<file path="config.mk">
export PLATFORM = sky130hd
export DESIGN_NAME = stack_ctl
export DESIGN_NICKNAME = d
export VERILOG_FILES = /design/src/rtl/stack_pkg.sv /design/src/rtl/stack_alu.sv /design/src/rtl/stack_ctl.sv
export SDC_FILE = /design/constraint.sdc
export NUM_CORES = 1
export LEC_CHECK = 0
export CAP_MARGIN = 20
export CELL_PAD_IN_SITES_DETAIL_PLACEMENT = 1
export CELL_PAD_IN_SITES_GLOBAL_PLACEMENT = 2
export CORE_MARGIN = 4
export CORE_UTILIZATION = 35
export DETAILED_ROUTE_END_ITERATION = 16
export GPL_TIMING_DRIVEN = 1
export PLACE_DENSITY = 0.85
export SETUP_SLACK_MARGIN = 0.05
export SLEW_MARGIN = 0
export SYNTH_ARGS = -nofsm -noshare
export SYNTH_HDL_FRONTEND = slang
export SYNTH_SLANG_ARGS = --single-unit
export TNS_END_PERCENT = 100
</file>
<file path="constraint.sdc">
create_clock -name clk -period 10.3 [get_ports clk]
set_input_delay 2.06 -clock clk [delete_from_list [all_inputs] [get_ports clk]]
set_output_delay 2.06 -clock clk [all_outputs]
set_load 0.005 [all_outputs]
</file>
<file path="src/rtl/stack_pkg.sv">
// Shared types and defaults for the eForth data-stack controller.
// Holds the primitive opcodes, controller FSM states and operand-count helpers.
package stack_pkg;

    localparam int unsigned DSZ_DEF   = 32;
    localparam int unsigned DEPTH_DEF = 16;

    typedef enum logic [3:0] {
        NOP, LIT, DUP, DROP, SWAP, OVER, ROT, ADD, SUB, AND, OR, XOR, INV
    } op_t;

    typedef enum logic [2:0] {
        IDLE, SW_PUSH, RT_POP, RT_PUSH1, RT_PUSH0
    } state_t;

    // Cells that must sit below TOS for the op to be legal.
    function automatic logic [1:0] min_cells(op_t op);
        if (op == ROT) begin
            return 2'd2;
        end
        if (op inside {DROP, OVER, SWAP, ADD, SUB, AND, OR, XOR}) begin
            return 2'd1;
        end
        return 2'd0;
    endfunction

    function automatic logic grows(op_t op);
        return op inside {LIT, DUP, OVER};
    endfunction

endpackage

</file>
<file path="src/rtl/stack_alu.sv">
// Combinational ALU for the binary stack primitives and INV.
// Results wrap modulo 2^DSZ; SUB is NOS minus TOS.
module stack_alu
    import stack_pkg::*;
#(
    parameter int unsigned DSZ = DSZ_DEF
) (
    input  op_t            op_i,
    input  logic [DSZ-1:0] nos_i,
    input  logic [DSZ-1:0] tos_i,
    output logic [DSZ-1:0] res_o
);

    always_comb begin
        res_o = tos_i;
        case (op_i)
            ADD:     res_o = nos_i + tos_i;
            SUB:     res_o = nos_i - tos_i;
            AND:     res_o = nos_i & tos_i;
            OR:      res_o = nos_i | tos_i;
            XOR:     res_o = nos_i ^ tos_i;
            INV:     res_o = ~tos_i;
            default: res_o = tos_i;
        endcase
    end

endmodule

</file>
<file path="src/rtl/stack_ctl.sv">
// Data-stack controller: keeps TOS locally, sequences SWAP/ROT shuffles and
// issues registered push/pop strobes to the attached stack, tracking depth.
module stack_ctl
    import stack_pkg::*;
#(
    parameter int unsigned DEPTH = DEPTH_DEF,
    parameter int unsigned DSZ   = DSZ_DEF,
    parameter int unsigned SSZ   = $clog2(DEPTH)
) (
    input  logic           clk,
    input  logic           rst,
    input  logic           en,
    input  logic           op_valid,
    output logic           op_ready,
    input  op_t            op,
    input  logic [DSZ-1:0] lit,
    output logic [DSZ-1:0] tos,
    output logic [SSZ:0]   depth,
    output logic           err,
    output logic           ss_push,
    output logic           ss_pop,
    output logic [DSZ-1:0] ss_vi,
    input  logic [DSZ-1:0] ss_s0,
    input  logic [DSZ-1:0] ss_s1
);

    localparam logic [SSZ:0] DepthFull = (SSZ+1)'(DEPTH);
    localparam logic [SSZ:0] DepthOne  = (SSZ+1)'(1);

    state_t         state_q, state_d;
    logic [DSZ-1:0] tos_q, tos_d;
    logic [SSZ:0]   depth_q, depth_d;
    logic           err_q, err_d;
    logic [DSZ-1:0] hold0_q, hold0_d;
    logic [DSZ-1:0] hold1_q, hold1_d;
    logic           push_q, push_d;
    logic           pop_q, pop_d;
    logic [DSZ-1:0] vi_q, vi_d;

    logic [DSZ-1:0] alu_res;
    logic [SSZ:0]   need_cells;
    logic           accept;
    logic           violation;

    stack_alu #(
        .DSZ(DSZ)
    ) u_alu (
        .op_i  (op),
        .nos_i (ss_s0),
        .tos_i (tos_q),
        .res_o (alu_res)
    );

    assign op_ready   = (state_q == IDLE) & en;
    assign accept     = op_valid & op_ready;
    assign need_cells = (SSZ+1)'(min_cells(op));
    assign violation  = (depth_q < need_cells) | (grows(op) & (depth_q >= DepthFull));

    // Strobes are held while en is low and presented again once it returns.
    assign ss_push = push_q & en;
    assign ss_pop  = pop_q & en;
    assign ss_vi   = vi_q;
    assign tos     = tos_q;
    assign depth   = depth_q;
    assign err     = err_q;

    always_comb begin
        state_d = state_q;
        tos_d   = tos_q;
        depth_d = depth_q;
        err_d   = err_q;
        hold0_d = hold0_q;
        hold1_d = hold1_q;
        push_d  = push_q;
        pop_d   = pop_q;
        vi_d    = vi_q;

        if (en) begin
            push_d = 1'b0;
            pop_d  = 1'b0;
            vi_d   = '0;
            case (state_q)
                IDLE: begin
                    if (accept && violation) begin
                        err_d = 1'b1;
                    end else if (accept) begin
                        case (op)
                            LIT: begin
                                push_d  = 1'b1;
                                vi_d    = tos_q;
                                tos_d   = lit;
                                depth_d = depth_q + DepthOne;
                            end
                            DUP: begin
                                push_d  = 1'b1;
                                vi_d    = tos_q;
                                depth_d = depth_q + DepthOne;
                            end
                            OVER: begin
                                push_d  = 1'b1;
                                vi_d    = tos_q;
                                tos_d   = ss_s0;
                                depth_d = depth_q + DepthOne;
                            end
                            DROP: begin
                                pop_d   = 1'b1;
                                tos_d   = ss_s0;
                                depth_d = depth_q - DepthOne;
                            end
                            ADD, SUB, AND, OR, XOR: begin
                                pop_d   = 1'b1;
                                tos_d   = alu_res;
                                depth_d = depth_q - DepthOne;
                            end
                            INV: tos_d = alu_res;
                            SWAP: begin
                                hold0_d = tos_q;
                                tos_d   = ss_s0;
                                pop_d   = 1'b1;
                                depth_d = depth_q - DepthOne;
                                state_d = SW_PUSH;
                            end
                            ROT: begin
                                hold0_d = tos_q;
                                hold1_d = ss_s0;
                                tos_d   = ss_s1;
                                pop_d   = 1'b1;
                                depth_d = depth_q - DepthOne;
                                state_d = RT_POP;
                            end
                            default: ;
                        endcase
                    end
                end
                SW_PUSH: begin
                    push_d  = 1'b1;
                    vi_d    = hold0_q;
                    depth_d = depth_q + DepthOne;
                    state_d = IDLE;
                end
                RT_POP: begin
                    pop_d   = 1'b1;
                    depth_d = depth_q - DepthOne;
                    state_d = RT_PUSH1;
                end
                RT_PUSH1: begin
                    push_d  = 1'b1;
                    vi_d    = hold1_q;
                    depth_d = depth_q + DepthOne;
                    state_d = RT_PUSH0;
                end
                RT_PUSH0: begin
                    push_d  = 1'b1;
                    vi_d    = hold0_q;
                    depth_d = depth_q + DepthOne;
                    state_d = IDLE;
                end
                default: state_d = IDLE;
            endcase
        end
    end

    always_ff @(posedge clk or negedge rst) begin
        if (!rst) begin
            state_q <= IDLE;
            tos_q   <= '0;
            depth_q <= '0;
            err_q   <= 1'b0;
            hold0_q <= '0;
            hold1_q <= '0;
            push_q  <= 1'b0;
            pop_q   <= 1'b0;
            vi_q    <= '0;
        end else begin
            state_q <= state_d;
            tos_q   <= tos_d;
            depth_q <= depth_d;
            err_q   <= err_d;
            hold0_q <= hold0_d;
            hold1_q <= hold1_d;
            push_q  <= push_d;
            pop_q   <= pop_d;
            vi_q    <= vi_d;
        end
    end

endmodule

</file>
Yosys cells after proc, flatten, opt, wreduce, memory -nomap -nowiden
Index checks and enable logic that the tools add are counted.
- input port bits: 104
- memory bits (read-only): 0
- latch bits: 0
- logic and storage cells: 95
- register bits after elaboration: 139
- memories: 0
- RAM bits: 0
- reductions and logical operators: 19
- multiplexer cells: 29
- bitwise gates (word level): 11
- add/sub/neg operators: 4
- order comparisons: 2
- multiply operators: 0
- eq/ne operators: 21
- shifts and indexed selects: 0
- divide/modulo/power cells: 0
- operators by type and width (kind ; number):
    32-bit case mux with 6 select lines ; 1
    32-bit case mux with 4 select lines ; 1
    32-bit 2-to-1 mux ; 3
    32-bit case mux with 3 select lines ; 1
    32-bit adder ; 1
    32-bit bitwise AND ; 1
    32-bit NOT ; 1
    32-bit bitwise OR ; 1
    32-bit subtractor ; 1
    32-bit bitwise XOR ; 1
    4-bit == test, second input constant ; 5
    4-bit by 3-bit == test with 1-bit output, second input constant ; 4
    5-bit case mux with 3 select lines ; 1
    5-bit AND reduction ; 3
    5-bit 2-to-1 mux ; 2
    5-bit case mux with 2 select lines ; 1
    1-bit 2-to-1 mux ; 9
    3-bit case mux with 3 select lines ; 1
    3-bit OR reduction ; 3
    4-bit by 2-bit == test with 1-bit output, second input constant ; 2
    2-bit 2-to-1 mux ; 4
    8-bit nonzero test ; 1
    8-bit OR reduction ; 1
    7-bit by 1-bit inequality test with 1-bit output, second input constant ; 1
    26 further kinds ; 36

Logic depth before layout (Yosys ltp)
Gate-level depths: netlist of the first run.
- depth after elaboration: 11
- depth in mapped cells: 17
- gate-level depth less buffers: 17

Modules after synthesis
Synthesis of the first run repeated with hierarchy kept, for this count alone.
- cells, all modules: 1270
- area total of the unflattened synthesis: 11453.5 µm²
- modules (own cells, without submodules) (module ; sequential area each (µm²) ; instances ; area an instance (µm²) ; cells each):
    stack_ctl ; 3478.3 ; 1 ; 6877.8 ; 594
    stack_alu ; 0.0 ; 1 ; 4575.6 ; 676

Worst setup path before layout of the first run
Ideal clock, no wire load.
- kind: input -> register
- start point: input port op[1]
- end point: register tos_q[25] (netlist: tos[25])
- library setup time: 0.138 ns
- buffers on the path: 2
- setup slack: 5.029 ns
- stages: 14
- arrival: 5.134 ns
- path through: buf_4 -> nor4b_1 -> clkbuf_1 -> a31oi_1 -> xnor2_1 -> ha_1 -> and3_1 -> and2_1 -> or3b_1 -> o21ai_2 -> nor2_1 -> o31ai_2 -> mux2i_1 -> a211oi_1
- longest elaborated chain between the ends: 11
- elaborated cells on any way between the ends: 32
- ends and longest elaborated chain (item ; line ; source):
    start, declared ; stack_ctl.sv:15 ; input op_t op,
    4-bit by 2-bit == test with 1-bit output, or another cell as far along ; stack_pkg.sv:21, stack_ctl.sv:87 ;
    8-bit nonzero test ; stack_pkg.sv:21 ; if (op inside {DROP, OVER, SWAP, ADD, SUB, AND, OR, XOR}) begin
    1-bit 2-to-1 mux (2 in a row) ; stack_pkg.sv:21 ;
    2-bit 2-to-1 mux ; stack_pkg.sv:24 ; return 2'd0;
    2-bit 2-to-1 mux ; stack_pkg.sv:21 ;
    5-bit by 2-bit less-than comparator with 1-bit output ; stack_ctl.sv:57 ; assign violation = (depth_q < need_cells) | (grows(op) & (depth_q >= DepthFull));
    1-bit bitwise OR ; stack_ctl.sv:57 ;
    1-bit logical AND ; stack_ctl.sv:84 ; if (accept && violation) begin
    1-bit NOT (no source line) ; - ;
    6-bit AND reduction (no source line) ; - ;
    end signal, assigned ; stack_ctl.sv:176 ; tos_q <= tos_d;
    end, declared ; stack_ctl.sv:31 ; logic [DSZ-1:0] tos_q, tos_d;
Parallel ways exist; a longest one is shown, timed or not. The select of a mux whose other input is x is not followed.
A chain may end at the register's enable or synchronous reset.

Worst setup path after layout of the first run
- start point: input port op[3]
- end point: register tos_q[31] (netlist: tos[31])
Same word-level chain as after synthesis.

==> flow_metrics.env, run 1 <==
export IMPL_syn_nets=1496
export IMPL_synth_top_cell_area_share_pct=32.4
export IMPL_rsz0062_at_grt="false"
export IMPL_path_class="input port to flip-flop"
export IMPL_dp_cells=1797
export IMPL_insertedDiodeCount=0
export IMPL_yosysSeqAreaShare_pct=32.4
export IMPL_port_buffers=176
export IMPL_synthCells=1292
export IMPL_via_per_inst=6.02
export IMPL_async_flop_share_pct=100
export IMPL_dpl_cell_area_um2=12800
export IMPL_grt_max_degree=86
export IMPL_n_fill_cell=3571
export IMPL_cts_sinks=139
export IMPL_tightest_slew_ps=1210
export IMPL_dr_wl_met3_um=3280
export IMPL_core_area_um2=30000
export IMPL_avgSynthCellArea_um2=8.32
export IMPL_clock_latency_ps=440
export IMPL_cts_setup_buffers=0
export IMPL_cts_hold_buf=0
export IMPL_synth_area_leaders="dfrtp_1 32%, ha_1 12%, o21ai_0 5.3%"
export IMPL_post_place_ws_ps=3560
export IMPL_numCtsBuffers=17
export IMPL_wl_met2_um=19800
export IMPL_row_count=63
export IMPL_holdPathStages=2
export IMPL_slew_headroom_pct=19.5
export IMPL_die_area_um2=33600
export IMPL_drtAntennaViolNets=0
export IMPL_synth_area_leader_cell="dfrtp_1"
export IMPL_dr_pass1_iters=6
export IMPL_fin_worst_hold_slack_ps=483
export IMPL_final_cells=1829
export IMPL_power_density_nw_per_um2=257
export IMPL_cts_resized_gates=0
export IMPL_final_seq_area_um2=3480
export IMPL_ir_drop_mv=0.134
export IMPL_dp_hpwl_um=34200
export IMPL_area_growth_synth_to_final_pct=24.9
export IMPL_vias=11000
export IMPL_synthFlopType="dfrtp_1"
export IMPL_met1_length_um=22300
export IMPL_fmax_mhz=157
export IMPL_finish_instance_area_um2=13400
export IMPL_hold_violations=0
export IMPL_groute_usage_overall_pct=27.0
export IMPL_rrSetupSlack_ps=5490
export IMPL_reg2reg_from="tos[0]"
export IMPL_grt_pass1_vias=11200
export IMPL_drive_gt1_share_pct=6.12
export IMPL_slew_viol_final=0
export IMPL_clk_pin_slew_worst_paths_ps=70
export IMPL_cts_tree="done"
export IMPL_top_layer_used="met4"
export IMPL_synth_warning_count=0
export IMPL_fin_nets=1630
export IMPL_h_tree_depth=4
export IMPL_status="completed"
export IMPL_hold_class="flip-flop to flip-flop"
export IMPL_crit_required_ps=10580
export IMPL_synth_edf_count=0
export IMPL_rr_worst_depth=17
export IMPL_setup_viol=0
export IMPL_antenna_found_initial=1
export IMPL_worstPathMaxFanout=20
export IMPL_dieWidth_um=183
export IMPL_leakage_nw=5.67
export IMPL_drv_cap=0
export IMPL_yosysUniqueCellTypes=77
export IMPL_drc=0
export IMPL_syn_area_um2=10800
export IMPL_period_share_pct=61.9
export IMPL_cp_startpoint="op[3]"
export IMPL_grt_pass1_wl_um=70100
export IMPL_die_h_um=183
export IMPL_setup_slack_ps=3920
export IMPL_tns_ps=0
export IMPL_start_util_pct=35.9
export IMPL_ios=177
export IMPL_critPathLaunchType="input port"
export IMPL_endpoint="tos[31]"
export IMPL_post_route_min_period_ps=6380
export IMPL_synth_seq_cells=139
export IMPL_place_gp_congestion=0.940
export IMPL_wire_per_inst_um=25.3
export IMPL_arrival_ps=6660
export IMPL_drt_initial_drc_count=1070
export IMPL_timing_rr_end="tos[30]"
export IMPL_endpoint_kind="flip-flop"
export IMPL_ctsRootBufferMaster="clkbuf_16"
export IMPL_wl_um=46300
export IMPL_skew_ps=24.6
export IMPL_cts_max_path_buffers=2
export IMPL_multi_input_area_um2=6530
export IMPL_grt_overflow=0
==> kinds of logic after synthesis <==
logic type      after synthesis  share of synthesized area (%)
xor+xnor                     58                           4.73
flops                       139                           32.4
buf+inv                     195                           7.31
fa+ha+maj                   100                           11.7
mux                          10                           1.04
compound gates              488                           30.1
simple gates                302                           12.8
==> worst min-delay path by stage <==
stage                             end  slack, ps   startpoint
after global routing      hold0_q[13]        510  hold0_q[13]
after CTS                 hold1_q[16]        490  hold1_q[16]
after floorplan            hold1_q[0]        450   hold1_q[0]
after global placement    hold0_q[22]        460  hold0_q[22]
final                     hold1_q[29]        480  hold1_q[29]
after detailed placement   hold0_q[7]        470   hold0_q[7]
==> stage by stage <==
step | power, mW | util [%]
finish | 3.45 | 44.8
global route | 3.70 | 44.8
CTS | 3.44 | 44.8
detailed placement | 2.80 | 42.9
global placement | 2.76 | 42.8
floorplan | 2.04 | -
==> Yosys cell counts, drive strengths merged, types with 5 or more instances <==
cell,number
dfrtp,139
nand2,137
o21ai,128
inv,111
ha,99
a21oi,97
nor2,73
clkbuf,59
xnor2,51
o22ai,48
a222oi,37
o211ai,26
a22oi,24
buf,24
a31oi,22
a221oi,17
nand3,15
a21o,13
nand2b,12
a211oi,10
and2,10
nor3,10
and3,9
nor2b,9
o31ai,9
xor2,7
mux2,6
nor4,6
a211o,5
o2111ai,5
o21bai,5
==> area by class of cell <==
type / instances / share of cell area [%]
Clock inverter: 15 / 1.13
Timing Repair Buffer: 198 / 14.4
Sequential cell: 139 / 25.9
Inverter: 112 / 3.13
Clock buffer: 17 / 3.17
Tap cell: 390 / 3.64
Multi-Input combinational cell: 958 / 48.6
==> worst max-delay path: stages <==
cell and delay (ps):
clkdlybuf4s50_1 990, nor2b_1 390, nand2_1 540, o21ai_0 330, xnor2_1 180, ha_1 330, a21oi_1 320, o21bai_1 130
a311o_1 420, o31ai_2 420, a21oi_1 200, xnor2_1 210, o221ai_1 110
==> metal layers <==
layer / up-vias / GRT usage, %
met2: 439 / 39.8
met1: 5521 / 41.6
met4: 0 / 6.26
met5: - / 0
met3: 53 / 4.01
li1: 4991 / -
==> flip-flops by register name (all words and copies together), names as in the netlist <==
register  cells
pop_q         1
err           1
tos          32
hold1_q      32
depth         5
state_q       3
push_q        1
hold0_q      32
ss_vi        32
==> cells in the final DEF, fill, tap and decap left out, drive strengths merged, types with 24 or more instances in the layout <==
cell type / instances
clkdlybuf4s50: 175
dfrtp: 139
nand2: 137
o21ai: 128
inv: 118
ha: 99
a21oi: 97
nor2: 73
xnor2: 51
o22ai: 48
a222oi: 37
o211ai: 26
a22oi: 24
==> power by group <==
part	total, mW	switching (mW)	internal, mW
sequential	1.07	0.306	0.759
clock	0.620	0.297	0.322
combinational	1.77	0.997	0.772
Note: power is estimated with default switching activity, not from simulation.
==> run 2, diff against run 1 <==
--- a/config.mk
+++ b/config.mk
@@ -9,10 +9,10 @@
 export CELL_PAD_IN_SITES_DETAIL_PLACEMENT = 1
 export CELL_PAD_IN_SITES_GLOBAL_PLACEMENT = 2
 export CORE_MARGIN = 4
-export CORE_UTILIZATION = 35
+export CORE_UTILIZATION = 29
 export DETAILED_ROUTE_END_ITERATION = 16
 export GPL_TIMING_DRIVEN = 1
-export PLACE_DENSITY = 0.85
+export PLACE_DENSITY = 0.75
 export SETUP_SLACK_MARGIN = 0.05
 export SLEW_MARGIN = 0
 export SYNTH_ARGS = -nofsm -noshare
==> constraint.sdc (replaced) <==
create_clock -name clk -period 5.8 [get_ports clk]
set_input_delay 1.16 -clock clk [delete_from_list [all_inputs] [get_ports clk]]
set_output_delay 1.16 -clock clk [all_outputs]
set_load 0.005 [all_outputs]
==> flow_metrics.env, run 2 (synthesis results as in run 1) <==
export IMPL_status="completed"
export IMPL_slew_headroom_pct=28.2
export IMPL_grt_pass1_wl_um=72900
export IMPL_fin_nets=1638
export IMPL_critPathLaunchType="input port"
export IMPL_drc=0
export IMPL_cts_sinks=139
export IMPL_period_share_pct=81.6
export IMPL_final_cell_mix="175 x clkdlybuf4s50_1, 139 x dfrtp_1, 136 x nand2_1"
export IMPL_groute_usage_overall_pct=23.6
export IMPL_setup_viol=0
export IMPL_arrival_ps=5090
export IMPL_clock_latency_ps=440
export IMPL_post_route_min_period_ps=4730
export IMPL_drv_cap=0
export IMPL_tightest_slew_ps=1080
export IMPL_cts_max_path_buffers=2
export IMPL_layout_commonest_cell="clkdlybuf4s50_1"
export IMPL_port_buffers=176
export IMPL_antenna_found_initial=2
export IMPL_timing_rr_end="tos[30]"
export IMPL_final_seq_area_um2=3480
export IMPL_ios=177
export IMPL_hold_end="hold1_q[30]"
export IMPL_dieWidth_um=201
export IMPL_leakage_nw=5.70
export IMPL_cts_tree="done"
export IMPL_multi_input_area_um2=6530
export IMPL_total_power_mw=6.21
export IMPL_cts_setup_buffers=0
export IMPL_h_tree_depth=4
export IMPL_skew_ps=11.5
export IMPL_cts_hold_buf=0
export IMPL_area_growth_synth_to_final_pct=26.4
export IMPL_hold_violations=0
export IMPL_fmax_mhz=211
export IMPL_reg2reg_from="tos[0]"
export IMPL_clk_pin_slew_worst_paths_ps=70
export IMPL_ir_drop_mv=0.179
export IMPL_numCtsBuffers=17
export IMPL_holdPathStages=2
export IMPL_n_fill_cell=4312
export IMPL_start_util_pct=29.4
export IMPL_worstPathMaxFanout=11
export IMPL_grt_max_degree=76
export IMPL_vias=10900
export IMPL_tns_ps=0
export IMPL_place_gp_congestion=0.915
export IMPL_hold_class="flip-flop to flip-flop"
export IMPL_drtAntennaViolNets=0
export IMPL_cts_resized_gates=0
export IMPL_insertedDiodeCount=0
export IMPL_dr_pass1_iters=8
export IMPL_wl_um=48500
export IMPL_power_density_nw_per_um2=457
export IMPL_grt_overflow=0
export IMPL_grt_pass1_vias=11000
export IMPL_via_per_inst=5.68
export IMPL_path_class="input port to flip-flop"
export IMPL_rsz0062_at_grt="false"
export IMPL_die_h_um=201
export IMPL_crit_required_ps=6150
export IMPL_row_count=70
export IMPL_wire_per_inst_um=25.3
export IMPL_dp_hpwl_um=35400
export IMPL_endpoint_kind="flip-flop"
export IMPL_core_area_um2=36600
export IMPL_drive_gt1_share_pct=6.50
export IMPL_rr_worst_depth=17
export IMPL_worstHoldStart="hold1_q[30]"
export IMPL_die_area_um2=40200
export IMPL_drt_initial_drc_count=1065
export IMPL_slew_viol_final=0
export IMPL_rrSetupSlack_ps=1200
export IMPL_ctsRootBufferMaster="clkbuf_16"
## run 2: worst max-delay path by stage
stage / from / end / slack [ps] / cells after the start
2_1_floorplan: op[1] / tos[25] / 1430 / 14
3_3_place_gp: op[3] / tos[30] / 740 / 14
3_5_place_dp: op[3] / tos[30] / 650 / 14
4_1_cts: op[3] / tos[30] / 1090 / 14
5_1_grt: op[3] / tos[30] / 850 / 14
6_report: op[3] / tos[30] / 1070 / 14
## run 2: metal layers
metal	vias to the layer above	routed length, µm	global-route usage (%)	share of wire [%]
met3	56	2970	3.99	6.1
met1	5454	23900	35.6	49
met5	-	13	0	0.027
li1	5024	-	-	-
met4	2	1220	7.20	2.5
met2	344	20400	34.2	42
## run 2: power breakdown
group          leakage (nW)  total [mW]  internal (mW)  switching, mW
registers              1.78        1.87           1.35          0.517
clock network         0.279        1.14          0.660          0.484
logic                  3.64        3.20           1.38           1.81
## run 2: cell type report
type,instances,share of cell area (%)
clock buffer,20,3.36
inverter,112,3.09
sequential,139,25.6
timing repair buffer,206,14.6
tap,468,4.31
clock inverter,12,1.02
multi-input combinational,958,48.0
## run 2: through the flow
step           setup WS, ps  hold slack, ps  utilization [%]  cells  instance area, µm²
2_1_floorplan          1430             450                -   1292               10800
3_3_place_gp            741             461             35.5   1883               13000
3_5_place_dp            645             471             35.5   1883               13000
4_1_cts                1090             485             37.1   1915               13600
5_1_grt                 850             501             37.1   1915               13600
6_report               1070             480             37.1   1915               13600
## run 2: worst max-delay path, cell delays in order
cell and delay (ps):
clkdlybuf4s50_1 470, nor2b_1 360, nand2_1 430, nand2_1 170
o21ai_0 160, fa_1 450, nand2b_1 200, a21oi_1 260
o21ai_1 250, a211o_1 350, a21boi_1 250, o2111ai_1 160
and3b_1 190, o31ai_1 210
==> run 3, diff against run 2 <==
--- a/config.mk
+++ b/config.mk
@@ -9,10 +9,10 @@
 export CELL_PAD_IN_SITES_DETAIL_PLACEMENT = 1
 export CELL_PAD_IN_SITES_GLOBAL_PLACEMENT = 2
 export CORE_MARGIN = 4
-export CORE_UTILIZATION = 29
+export CORE_UTILIZATION = 32
 export DETAILED_ROUTE_END_ITERATION = 16
 export GPL_TIMING_DRIVEN = 1
-export PLACE_DENSITY = 0.75
+export PLACE_DENSITY = 0.79
 export SETUP_SLACK_MARGIN = 0.05
 export SLEW_MARGIN = 0
 export SYNTH_ARGS = -nofsm -noshare
==> constraint.sdc (replaced) <==
create_clock -name clk -period 4.5 [get_ports clk]
set_input_delay 0.9 -clock clk [delete_from_list [all_inputs] [get_ports clk]]
set_output_delay 0.9 -clock clk [all_outputs]
set_load 0.005 [all_outputs]
==> flow_metrics.env, run 3 (synthesis results as in run 1) <==
export IMPL_critPathMaxStageDelay_ps=380
export IMPL_slew_viol_final=0
export IMPL_wire_per_inst_um=24.7
export IMPL_drt_initial_drc_count=1053
export IMPL_numCtsBuffers=17
export IMPL_arrival_ps=4300
export IMPL_via_per_inst=5.72
export IMPL_period_share_pct=89.1
export IMPL_path_class="flip-flop to flip-flop"
export IMPL_groute_usage_overall_pct=26.3
export IMPL_post_route_min_period_ps=4010
export IMPL_dr_pass1_iters=7
export IMPL_start_util_pct=32.7
export IMPL_clk_pin_slew_worst_paths_ps=70
export IMPL_layout_commonest_cell="clkdlybuf4s50_1"
export IMPL_antenna_found_initial=2
export IMPL_endpoint_kind="flip-flop"
export IMPL_die_h_um=191
export IMPL_worstPathMaxFanout=5
export IMPL_n_fill_cell=3945
export IMPL_row_count=66
export IMPL_slew_headroom_pct=33.9
export IMPL_dp_hpwl_um=36700
export IMPL_drive_gt1_share_pct=11.6
export IMPL_skew_ps=14.3
export IMPL_tightest_slew_ps=989
export IMPL_critPathLaunchType="flip-flop"
export IMPL_crit_top_cell="nand2_1"
export IMPL_crit_required_ps=4790
export IMPL_path_buf_inv=2
export IMPL_grt_max_degree=82
export IMPL_core_area_um2=32900
export IMPL_cts_tree="done"
export IMPL_cts_max_path_buffers=2
export IMPL_setup_viol=0
export IMPL_drc=0
export IMPL_crit_chain="inv_1 -> ha_1 -> nand2_1 -> nor4_1 -> nand2_1 -> nor3_1 -> buf_4 -> nand2_1 -> o21ai_1 -> xnor2_1 -> ha_1 -> a21oi_1 -> o21ai_0 -> a41oi_1 -> a21oi_1 -> xnor2_1 -> o221ai_1"
export IMPL_die_area_um2=36600
export IMPL_grt_pass1_wl_um=73300
export IMPL_place_gp_congestion=0.902
export IMPL_status="completed"
export IMPL_final_cell_mix="175 x clkdlybuf4s50_1, 139 x dfrtp_1, 136 x nand2_1"
export IMPL_tns_ps=0
export IMPL_drv_cap=0
export IMPL_cts_hold_buf=0
export IMPL_slowest_stage="dfrtp_1"
export IMPL_dp_cells=1939
export IMPL_power_density_nw_per_um2=597
export IMPL_cp_top_family="compound AO/OA/AOI/OAI gates"
export IMPL_insertedDiodeCount=0
export IMPL_grt_overflow=0
export IMPL_fmax_mhz=249
export IMPL_port_buffers=176
export IMPL_ir_drop_mv=0.270
export IMPL_area_growth_synth_to_final_pct=32.3
export IMPL_wl_um=48800
export IMPL_clock_latency_ps=440
export IMPL_hold_violations=0
export IMPL_grt_pass1_vias=11500
export IMPL_fin_nets=1720
export IMPL_cts_sinks=139
export IMPL_setup_slack_ps=491
export IMPL_post_place_ws_ps=103
export IMPL_leakage_nw=6.11
export IMPL_ctsRootBufferMaster="clkbuf_16"
export IMPL_vias=11300
export IMPL_ios=177
export IMPL_hold_class="flip-flop to flip-flop"
export IMPL_h_tree_depth=4
export IMPL_dieWidth_um=191
export IMPL_drtAntennaViolNets=0
export IMPL_final_cells=1971
export IMPL_rsz0062_at_grt="false"
[run 3: layout make-up]
| class | instances | area [µm²] | share of cell area [%] |
|---|---|---|---|
| well taps | 442 | 553 | 3.89 |
| clock buffers | 20 | 457 | 3.21 |
| flip-flops and latches | 139 | 3480 | 24.5 |
| clock inverters | 12 | 114 | 0.800 |
| inverters | 112 | 420 | 2.96 |
| multi-input cells | 958 | 6530 | 45.9 |
| repair buffers | 288 | 2670 | 18.8 |
[run 3: per-layer routing]
| layer | vias to the layer above | routed length, µm | global-route usage (%) |
|---|---|---|---|
| met5 | - | 13 | 0 |
| met4 | 2 | 758 | 6.55 |
| met3 | 45 | 2750 | 3.60 |
| met2 | 350 | 21300 | 40.0 |
| met1 | 5689 | 23900 | 39.4 |
| li1 | 5186 | - | - |
[run 3: metrics by stage]
step | util (%) | hold slack, ps | area [µm²] | power (mW)
2_1_floorplan | - | 450 | 10800 | 4.67
3_3_place_gp | 41.4 | 461 | 13600 | 6.90
3_5_place_dp | 41.5 | 462 | 13700 | 7.01
4_1_cts | 43.3 | 476 | 14200 | 8.47
5_1_grt | 43.3 | 493 | 14200 | 9.09
6_report | 43.3 | 471 | 14200 | 8.49
[run 3: worst register-to-register path, cell delays in order, from the launching register on]
cell,delay (ps)
dfrtp_1,380
inv_1,90
ha_1,210
nand2_1,120
nor4_1,290
nand2_1,210
nor3_1,250
buf_4,160
nand2_1,130
o21ai_1,200
xnor2_1,200
ha_1,340
a21oi_1,340
o21ai_0,230
a41oi_1,260
a21oi_1,110
xnor2_1,230
o221ai_1,120
[run 3: repair_timing]
action / 4_1_cts / 5_1_grt
resized for setup: 0 / 1
setup endpoints to repair: 0 / 1
setup buffers: 0 / 0
[run 3: final timing paths]
check,start,end,slack [ps],cells past startpoint
setup reg to reg,tos[0],tos[31],490,17
min in group asynchronous,rst,tos[27],530,1
setup / recovery,tos[0],tos[31],490,17
max in group asynchronous,rst,hold1_q[16],3070,2
hold reg to reg,err,err,470,1
hold / removal,err,err,470,1
[run 3: power by group]
part	switching [mW]	internal, mW	leakage [nW]	total [mW]
Combinational	2.61	2.19	4.06	4.80
Clock	0.620	0.795	0.269	1.41
Sequential	0.533	1.74	1.78	2.27
Total	3.76	4.73	6.11	8.49
